## config.mk

```make
export PLATFORM = sky130hd
export DESIGN_NAME = audio_ram_arbiter
export DESIGN_NICKNAME = d
export VERILOG_FILES = /design/src/rtl/audio_ram_arbiter.sv
export SDC_FILE = /design/constraint.sdc
export NUM_CORES = 1
export LEC_CHECK = 0
export BUFFER_PORTS_ARGS = -buffer_cell sky130_fd_sc_hd__buf_2
export CAP_MARGIN = 40
export CORE_UTILIZATION = 51
export DETAILED_ROUTE_END_ITERATION = 8
export PLACE_DENSITY = 0.86
export SYNTH_ARGS = -nofsm -noshare
export SYNTH_HDL_FRONTEND = slang
export SYNTH_SLANG_ARGS = --single-unit
```

## constraint.sdc

```tcl
create_clock -name clk50 -period 4.3 [get_ports clk50]
set_input_delay 0.645 -clock clk50 [delete_from_list [all_inputs] [get_ports clk50]]
set_output_delay 0.645 -clock clk50 [all_outputs]
set_load 0.01 [all_outputs]
```

## src/rtl/audio_ram_arbiter.sv

```systemverilog
// rtl/audio_ram_arbiter.sv - sample RAM port arbiter between SD loader writes and playback reads
module audio_ram_arbiter #(
  parameter int ADDR_W       = 25,
  parameter int DATA_W       = 16,
  parameter int MAX_WR_BURST = 8,
  parameter int RD_TIMEOUT   = 1024
) (
  input  logic              clk50,
  input  logic              reset,
  input  logic              init_done,
  input  logic              wr_req,
  input  logic [ADDR_W-1:0] wr_addr,
  input  logic [DATA_W-1:0] wr_data,
  output logic              wr_ack,
  input  logic              rd_req,
  input  logic [ADDR_W-1:0] rd_addr,
  output logic              rd_ack,
  output logic [DATA_W-1:0] rd_data,
  output logic              rd_valid,
  output logic              rd_timeout,
  output logic              mem_req,
  output logic              mem_we,
  output logic [ADDR_W-1:0] mem_addr,
  output logic [DATA_W-1:0] mem_wdata,
  input  logic              mem_op_begun,
  input  logic [DATA_W-1:0] mem_rdata,
  input  logic              mem_rvalid
);

  localparam int STREAK_W = $clog2(MAX_WR_BURST + 1);
  localparam int TMO_W    = $clog2(RD_TIMEOUT + 1);

  typedef enum logic [1:0] {IDLE, WR_ISSUE, RD_ISSUE, RD_WAIT} state_t;

  state_t              state;
  logic [STREAK_W-1:0] wr_streak;
  logic [TMO_W-1:0]    rd_timer;
  logic                rd_eligible;
  logic                grant_rd;
  logic                grant_wr;
  logic                streak_full;

  // Reads are only eligible once the loader has finished initialising the RAM.
  assign rd_eligible = rd_req & init_done;
  assign streak_full = (wr_streak >= STREAK_W'(MAX_WR_BURST));
  // A pending read wins once the write burst budget is used up, so playback never starves.
  assign grant_rd    = rd_eligible & (~wr_req | streak_full);
  assign grant_wr    = wr_req & ~grant_rd;

  // Acks track the controller's acceptance in the same cycle it happens.
  assign wr_ack = (state == WR_ISSUE) & mem_op_begun;
  assign rd_ack = (state == RD_ISSUE) & mem_op_begun;

  // Arbitration FSM; every mem_* command output and read result is registered here.
  always_ff @(posedge clk50) begin
    if (reset) begin
      state      <= IDLE;
      wr_streak  <= '0;
      rd_timer   <= '0;
      rd_data    <= '0;
      rd_valid   <= 1'b0;
      rd_timeout <= 1'b0;
      mem_req    <= 1'b0;
      mem_we     <= 1'b0;
      mem_addr   <= '0;
      mem_wdata  <= '0;
    end else begin
      rd_valid <= 1'b0;
      case (state)
        IDLE: begin
          // The streak only means something while a read is actually waiting.
          if (!rd_eligible) wr_streak <= '0;
          if (grant_rd) begin
            mem_addr  <= rd_addr;
            mem_we    <= 1'b0;
            mem_req   <= 1'b1;
            wr_streak <= '0;
            state     <= RD_ISSUE;
          end else if (grant_wr) begin
            mem_addr  <= wr_addr;
            mem_wdata <= wr_data;
            mem_we    <= 1'b1;
            mem_req   <= 1'b1;
            if (rd_eligible && !streak_full) wr_streak <= wr_streak + 1'b1;
            state     <= WR_ISSUE;
          end
        end
        WR_ISSUE: begin
          if (mem_op_begun) begin
            mem_req <= 1'b0;
            mem_we  <= 1'b0;
            state   <= IDLE;
          end
        end
        RD_ISSUE: begin
          if (mem_op_begun) begin
            mem_req  <= 1'b0;
            rd_timer <= '0;
            state    <= RD_WAIT;
          end
        end
        RD_WAIT: begin
          if (mem_rvalid) begin
            rd_data  <= mem_rdata;
            rd_valid <= 1'b1;
            state    <= IDLE;
          end else if (rd_timer == TMO_W'(RD_TIMEOUT - 1)) begin
            // Give the fetcher silence rather than stale data, and remember it happened.
            rd_data    <= '0;
            rd_valid   <= 1'b1;
            rd_timeout <= 1'b1;
            state      <= IDLE;
          end else begin
            rd_timer <= rd_timer + 1'b1;
          end
        end
        default: state <= IDLE;
      endcase
    end
  end

endmodule

```

After elaboration in Yosys (flattened, before gate mapping)
Index checks and enable logic that the tools add are counted.
Widths: inputs -> output; s select.
{"block": "totals", "regBits": 78, "output_inout_bits": 63}
{"block": "classes", "add_sub_neg": 2, "order_cmp": 1, "n_eq_ne": 11, "muxes": 27, "bitwise": 10, "reduce_logical": 18}
{"op": "$mux 25", "count": 2}
{"op": "$mux 11", "count": 3}
{"op": "$mux 16", "count": 2}
{"op": "$pmux 11 s2", "count": 1}
{"op": "$mux 4", "count": 4}
{"op": "$mux 2", "count": 6}
{"op": "$reduce_and 3->1", "count": 4}
{"op": "$add 11x1->11 const B", "count": 1}
{"op": "$eq 11x10->1 const B", "count": 1}
{"op": "$reduce_bool 2->1", "count": 5}
{"op": "$ne 2x2->1 const B", "count": 4}
{"op": "$pmux 2 s4", "count": 1}
{"op": "$reduce_and 4->1", "count": 2}
{"op": "$mux 1", "count": 6}
{"op": "$ne 3x3->1 const B", "count": 2}
{"op": "$and 1x1->1", "count": 5}
{"op": "$add 4x1->4 const B", "count": 1}
{"op": "$eq 2x2->1 const B", "count": 2}
{"op": "$ge 4x4->1 const B", "count": 1}
{"op": "$not 1->1", "count": 4}
{"op": "$pmux 1 s2", "count": 2}
{"op": "$reduce_and 2->1", "count": 2}
{"op": "$reduce_or 2->1", "count": 2}
{"op": "$eq 2x1->1 const B", "count": 1}
{"op": "other kinds (5)", "count": 5}

Longest topological paths before layout
Gate-level depths: netlist of run 1.
{"block": "depth", "ltp_word": 8, "depth_mapped": 8}

Worst setup path before layout of run 1
OpenSTA, ideal clock, no wires.
{"block": "synth_path", "path_type": "input-to-reg", "from": "input mem_rvalid", "to": "register rd_timer[9]", "t_arrival_ns": 1.544, "setup_slack_ns": 2.622, "cell_stages": 5, "path_buffers": 1, "path_cell_list": "and2b_1 -> o21ai_1 -> buf_2 -> o311ai_0 -> o31ai_1"}
{"block": "synth_via", "elab_chain_cells": 2}
{"element": "start: declaration", "line": "27", "source": "input logic mem_rvalid"}
{"element": "$ne 2x2->1 (no line)"}
{"element": "$reduce_and 4->1 (no line)"}
{"element": "end signal: assignment", "line": "114", "source": "rd_timer <= rd_timer + 1'b1;"}
{"element": "end: declaration", "line": "37", "source": "logic [TMO_W-1:0] rd_timer;"}
Every way passes these cells.
A chain may end at the register's enable or synchronous reset.

Final worst setup path of run 1
{"block": "layout_path", "from": "register state[1]", "to": "register rd_timer[2]"}
{"block": "layout_via", "elab_chain_cells": 3, "elab_cells_between_ends": 8}
{"element": "start: declaration", "line": "35", "source": "state_t state;"}
{"element": "start signal: assignment", "line": "57", "source": "state <= IDLE;"}
{"element": "start signal: assignment", "line": "78", "source": "state <= RD_ISSUE;"}
{"element": "start signal: assignment", "line": "85", "source": "state <= WR_ISSUE;"}
{"element": "$eq 2x2->1", "line": "69", "source": "case (state)"}
{"element": "$ne 2x2->1 (no line) or $reduce_bool 2->1 (tied branches)"}
{"element": "$reduce_and 4->1 (no line)"}
Parallel ways exist; a longest one is shown, timed or not.

==> results by group, run 1 <==
Floorplan
  – Die height: 83.8 um
  – FP Rows: 29
  – Total I/O pin count: 152
  – Area of the die: 0.00702 mm2
  – Die X: 83.8 um
  – Core ar.: 0.00639 mm2
  – Starting Density: 53.4%

Timing
  – RSZ-0062 raised after global routing: false
  – Actual slew at the worst max-slew pin: 0.837 ns
  – Setup TNS Final: 0 ns
  – Period minus WS final: 2.41 ns
  – Fmax: 416 MHz
  – Slew HR: 43.7%
  – Setup violators final: 0
  – Clock skew: 0.0119 ns
  – Final Hold Viols: 0
  – Period utilization: 56.0%
  – Fin. max-slew vios: 0

Setup path
  – Critical path launch point type: flip-flop
  – Critical-path top delay cell: nor4_1
  – CP peak stage delay: 0.77 ns
  – Setup crit end kind: flip-flop
  – CP Cell Sequence: ha_1, inv_2, nor4_1, buf_4, o311ai_0, o31ai_1
  – CP max FO: 9
  – Critical Path AT: 2.66 ns
  – Worst setup path class: flip-flop to flip-flop
  – Worst path required time: 4.56 ns

Flow run
  – Max_cap viols: 0

GRT
  – Initial antenna violation count: 0
  – Largest net degree at the start of global routing: 43
  – First-pass GRT wire length: 13.6 mm
  – Vias in the first global route: 3018
  – Grt ovf: 0
  – Gr usage total: 23.6%

Logic synthesis
  – Number of synthesized flops with an enable pin: 0
  – Synth cell types: 49
  – Fraction of registers with async set/reset: 0%
  – FF+latch count, synth: 78
  – Syn Nets: 461
  – Synth Area per Inst: 9.37 um2
  – Ys Warns: 0
  – Sequential-to-total area share from yosys stat: 45.8%
  – Post-synth top flop: dfxtp_1
  – Netlist Area Pre-Place: 0.00341 mm2
  – Mapped Cells: 364

Finish
  – Filler cells: 497
  – Area growth syn-to-layout: 30.3%
  – Layout cells sized above 1: 35.6%
  – # diodes: 0
  – Layout Utilization: 69.6%
  – Nets@finish: 603

Power
  – Maximum VDD drop: 0.000335 V
  – Pleak: 0.00200 uW
  – PwrDens: 495 mW/mm2
  – Pwr Total: 2200 uW

Routing
  – Initial DRC Count: 113
  – DRC: 0
  – Via count: 3256
  – Vias per cell: 5.54
  – WL/cell: 14.3 um
  – Final ANT Viol Nets: 0
  – Drt first pass iters: 4
  – Total Wirelength: 8.41 mm

Clock network
  – CTS tree: yes
  – H-tree depth: 3
  – Num CTS Buffers: 9
  – Clk Tree Root Cell: clkbuf_8
  – Post-CTS Hold Buffers: 0
  – Number of clock sinks: 78
  – Max clock buf depth: 2
  – Clk Latency, worst-skew pair: 0.35 ns
  – Resized cells post-CTS: 0
  – Post-CTS Setup Inserts: 0
  – Clk slew on worst S/H paths: 0.08 ns

Run status
  – Status: complete, no violations

Worst hold path
  – HP Class: flip-flop to flip-flop

Place
  – Buffers on Ports: 151
  – HPWL after DPL: 6.10 mm
  – Routability-driven placement congestion ratio: 0.893
[power by group]
group | leakage [uW] | internal (uW) | switching [uW] | total (uW)
registers | 0.000638 | 846 | 65.4 | 911
clock network | 0.000110 | 347 | 276 | 623
logic | 0.00126 | 275 | 394 | 669
[critical path, delay by kind of cell, from the launching register on]
kind / cells / cell delay (ns)
buffers and inverters: 2 / 0.44
flip-flops: 1 / 0.43
AO/OA/AOI/OAI: 2 / 0.24
AND/OR/NAND/NOR: 1 / 0.77
adder cells (fa/ha/maj): 1 / 0.43
[layer usage]
metal	GRT usage (%)	vias to the layer above	routed length [um]
met3	4.15	15	507
met1	27.6	1489	3500
met5	0	-	0
li1	-	1626	-
met2	41.5	126	4230
met4	11.9	0	173
[per-stage QoR]
stage                     instance area, um2  hold WS (ns)  instances  setup WS, ns
after floorplan                         3410         0.440        364          2.62
after global placement                  4150         0.450        568          1.85
after detailed placement                4210         0.453        571          1.98
after CTS                               4440         0.465        587          1.94
after global routing                    4450         0.480        588          1.75
final                                   4450         0.463        588          1.89
[synth_stat cells, drive strengths merged (8+ instances only)]
library cell,count,share of area (%)
inv,10,1.1
a21oi,32,4.9
clkbuf,13,1.4
ha,8,2.9
mux2i,28,8.2
buf,12,2.4
a22o,16,4.1
nand2,25,2.8
o21ai,22,3.2
a211oi,29,6.4
nor2,34,3.7
dfxtp,78,46
[area by class of cell]
| type | count | area, um2 | area share, % |
|---|---|---|---|
| Multi-Input combinational cell | 251 | 1690 | 38.0 |
| Sequential cell | 78 | 1560 | 35.1 |
| Timing Repair Buffer | 156 | 831 | 18.7 |
| Clock buffer | 10 | 138 | 3.10 |
| Tap cell | 77 | 96.3 | 2.17 |
| Clock inverter | 6 | 92.6 | 2.08 |
| Inverter | 10 | 37.5 | 0.844 |
[cells in the final DEF (no fill, tap or decap), types with 3 or more instances in the layout]
cell type | synthesis | routed
buf_2 | 6 | 151
dfxtp_1 | 78 | 78
nor2_1 | 34 | 33
a21oi_1 | 30 | 30
a211oi_1 | 29 | 29
mux2i_1 | 28 | 28
nand2_1 | 25 | 25
o21ai_0 | 21 | 21
a22o_1 | 16 | 16
clkbuf_8 | 0 | 10
inv_1 | 9 | 9
ha_1 | 8 | 8
nand2b_1 | 5 | 5
nand3_1 | 5 | 5
o31ai_1 | 4 | 4
and2_1 | 4 | 3
nor4_1 | 3 | 3
o311ai_0 | 3 | 3
o32ai_1 | 3 | 3
buf_12 | 0 | 3
[final timing paths]
check                                     to    startpoint  slack [ns]  cells after the start
worst max-delay path             rd_timer[2]      state[1]        1.89                      6
worst min-delay path            rd_timer[10]  rd_timer[10]        0.46                      1
worst max register to register   rd_timer[2]      state[1]        1.89                      6
worst min register to register  rd_timer[10]  rd_timer[10]        0.46                      1
[sequential cells by signal, summed over array words and instances (netlist names)]
name,flops
mem_we,1
mem_wdata,16
rd_data,16
wr_streak,4
mem_addr,25
rd_valid,1
rd_timer,11
rd_timeout,1
mem_req,1
state,2
[logic make-up (layout without fill, tap and decap cells)]
kind of cell	after synthesis	count (layout)	share of synthesized area (%)
adder cells (fa/ha/maj)	8	8	2.93
flip-flops	78	78	45.8
AO/OA/AOI/OAI	121	121	24.5
multiplexers	28	28	8.21
AND/OR/NAND/NOR	94	94	13.7
buffers and inverters	35	182	4.95
Power figures use the tool's default switching activity.
==> run 2, diff against run 1 <==
Settings changed: CORE_UTILIZATION 51 to 47, PLACE_DENSITY 0.86 to 0.8.
Clock period 4.3 ns to 2.4 ns, I/O delays scaled along.
==> run 2 against run 1 <==
Compared with the run above: via count up 0.61%; cell area rose by 0.42%; largest power group unchanged; worst hold slack got worse by 0.25 ns; clock skew barely moved; die area up 8.3%; sequential share of layout area decreased by 0.15 points; critical path depth shrank 1; worst setup slack got worse by 1.7 ns.
==> results by group, run 2 (synthesis gave the netlist of run 1 again) <==
Timing
  – Setup TNS Final: 0 ns (unchanged)
  – Final Hold Viols: 0 (unchanged)
  – Worst Setup Slack, final: 0.225 ns (-1.67 ns)
  – Fmax: 460 MHz (+11%)
  – Period utilization: 90.6% (+35 points)
  – Actual slew at the worst max-slew pin: 0.896 ns (+0.0586 ns)
  – Fin. max-slew vios: 0 (unchanged)
  – Slew HR: 39.9% (-3.8 points)
  – Period minus WS final: 2.17 ns (-0.231 ns)
  – Setup violators final: 0 (unchanged)
  – RSZ-0062 raised after global routing: false
  – Clock skew: 0.0121 ns (+0.000248 ns)
  – Final hold slack: 0.217 ns (-0.246 ns)

Clock network
  – H-tree depth: 3 (unchanged)
  – CTS tree: yes
  – Clk Latency, worst-skew pair: 0.35 ns (about the same)
  – Num CTS Buffers: 9 (unchanged)
  – Max clock buf depth: 2 (unchanged)
  – Resized cells post-CTS: 0 (unchanged)
  – Post-CTS Hold Buffers: 0 (unchanged)
  – Post-CTS Setup Inserts: 0 (unchanged)
  – Clk Tree Root Cell: clkbuf_8
  – Clk slew on worst S/H paths: 0.08 ns (about the same)
  – Number of clock sinks: 78 (unchanged)

Power
  – Gate power share: 29.7% (-0.7 points)
  – Switching Share: 32.3% (-1.1 points)
  – Maximum VDD drop: 0.000625 V (+87%)
  – Cell Int Power: 2720 uW (+85%)
  – Switching power: 1300 uW (+76%)
  – PwrDens: 899 mW/mm2 (+81%)
  – Pwr Total: 4010 uW (+82%)
  – Sequential Power Share: 40.6% (-0.7 points)
  – Power share of the clock group: 29.7% (+1.4 points)
  – Pleak: 0.00201 uW (+0.41%)

Setup path
  – CP Launch Point: state[0]
  – CP max FO: 14 (+5)
  – Worst path required time: 2.68 ns (-1.88 ns)
  – Worst setup path class: flip-flop to flip-flop
  – R2R cell count: 5 (-1)
  – Setup crit end kind: flip-flop
  – Critical Path AT: 2.45 ns (-0.21 ns)
  – R2R Path Start: state[0]
  – Critical path launch point type: flip-flop

Routing
  – Total Wirelength: 8.75 mm (+4.0%)
  – Drt first pass iters: 4 (unchanged)
  – Vias per cell: 5.38 (-2.9%)
  – DRC: 0 (unchanged)
  – Initial DRC Count: 134 (+19%)
  – Final ANT Viol Nets: 0 (unchanged)
  – Via count: 3276 (+0.61%)
  – WL/cell: 14.4 um (+0.44%)

GRT
  – Largest net degree at the start of global routing: 51 (+19%)
  – First-pass GRT wire length: 13.4 mm (-1.0%)
  – Initial antenna violation count: 0 (unchanged)
  – Gr usage total: 22.7% (-0.90 points)
  – Vias in the first global route: 2854 (-5.4%)
  – Grt ovf: 0 (unchanged)

Floorplan
  – Total I/O pin count: 152 (unchanged)
  – Area of the die: 0.00760 mm2 (+8.3%)
  – FP Rows: 30 (+3.4%)
  – Die X: 87.2 um (+4.1%)
  – Core ar.: 0.00691 mm2 (+8.2%)
  – Die height: 87.2 um (+4.1%)
  – Starting Density: 49.4% (-4.0 points)

Finish
  – Cell Count, Final, Fillers Out: 609 (+3.6%)
  – Biggest register: mem_addr
  – Top flop regs: mem_addr x25, mem_wdata x16, rd_data x16
  – Area growth syn-to-layout: 30.9%
  – Max reg flops: 25 (unchanged)
  – Filler cells: 623 (+25%)
  – Nets@finish: 605 (+0.33%)
  – Most common cell after layout, fill and taps aside: buf_2
  – Most frequent cells in the layout: buf_2 (151), dfxtp_1 (78), nor2_1 (33)
  – # diodes: 0 (unchanged)
  – Layout cells sized above 1: 35.7% (+0.056 points)

Place
  – Dpl ws: 0.316 ns (-1.66 ns)
  – Post-Place Cells: 593 (+3.9%)
  – Buffers on Ports: 151 (unchanged)
  – Routability-driven placement congestion ratio: 0.870 (-2.6%)
  – HPWL after DPL: 6.40 mm (+5.0%)

Run status
  – Status: complete, no violations

Worst hold path
  – Hold path start: mem_rdata[12]
  – Worst Hold Depth: 2 (+1)
  – HP Class: primary input to flip-flop

Flow run
  – Max_cap viols: 0 (unchanged)
run 2: cell count changes in the layout (fill, tap and decap cells not counted), sizes merged:
cell / previous run / this run
clkinvlp: 2 / 1
clkinv: 0 / 1
clkbuf: 10 / 11
bufinv: 2 / 3
buf: 156 / 158
inv: 12 / 10
run 2: power by group through the flow:
stage / logic [uW] / registers [uW] / clock network [uW]
after global routing: 1340 / 1650 / 1280
after floorplan: 663 / 1750 / 0
after CTS: 1190 / 1630 / 1220
final: 1190 / 1630 / 1190
after detailed placement: 1190 / 1660 / 0
after global placement: 1160 / 1640 / 0
run 2: worst paths after layout:
kind,to,slack (ns)
setup reg to reg,rd_timer[8],0.23
setup / recovery,rd_timer[8],0.23
hold / removal,rd_data[12],0.22
hold reg to reg,rd_timer[10],0.47
run 2: routing by layer:
metal	routed length [um]	GRT usage (%)	part of all wire, %
met5	0	0	0
met4	97	8.05	1.1
met3	618	5.40	7.1
met2	4400	38.4	50
met1	3630	28.4	42
run 2: area by class of cell:
class | instances | area (um2) | share of cell area (%)
clock buffer | 11 | 141 | 3.17
clock inverter | 5 | 106 | 2.38
inverter | 10 | 37.5 | 0.841
multi-input combinational | 251 | 1690 | 37.9
sequential | 78 | 1560 | 35.0
tap | 96 | 120 | 2.69
timing repair buffer | 158 | 808 | 18.1
run 2: critical path, cell delays in order (launching register included):
cell and delay, ns:
dfxtp_1 0.41, ha_1 0.38, and2b_1 0.23, o21ai_1 0.32, or4_1 0.62, a21oi_1 0.15
run 2: metrics by stage:
stage	util, %	cell area, um2
2_1_floorplan	-	3410
3_3_place_gp	61.1	4220
3_5_place_dp	61.1	4220
4_1_cts	64.7	4470
5_1_grt	64.7	4470
6_report	64.7	4470
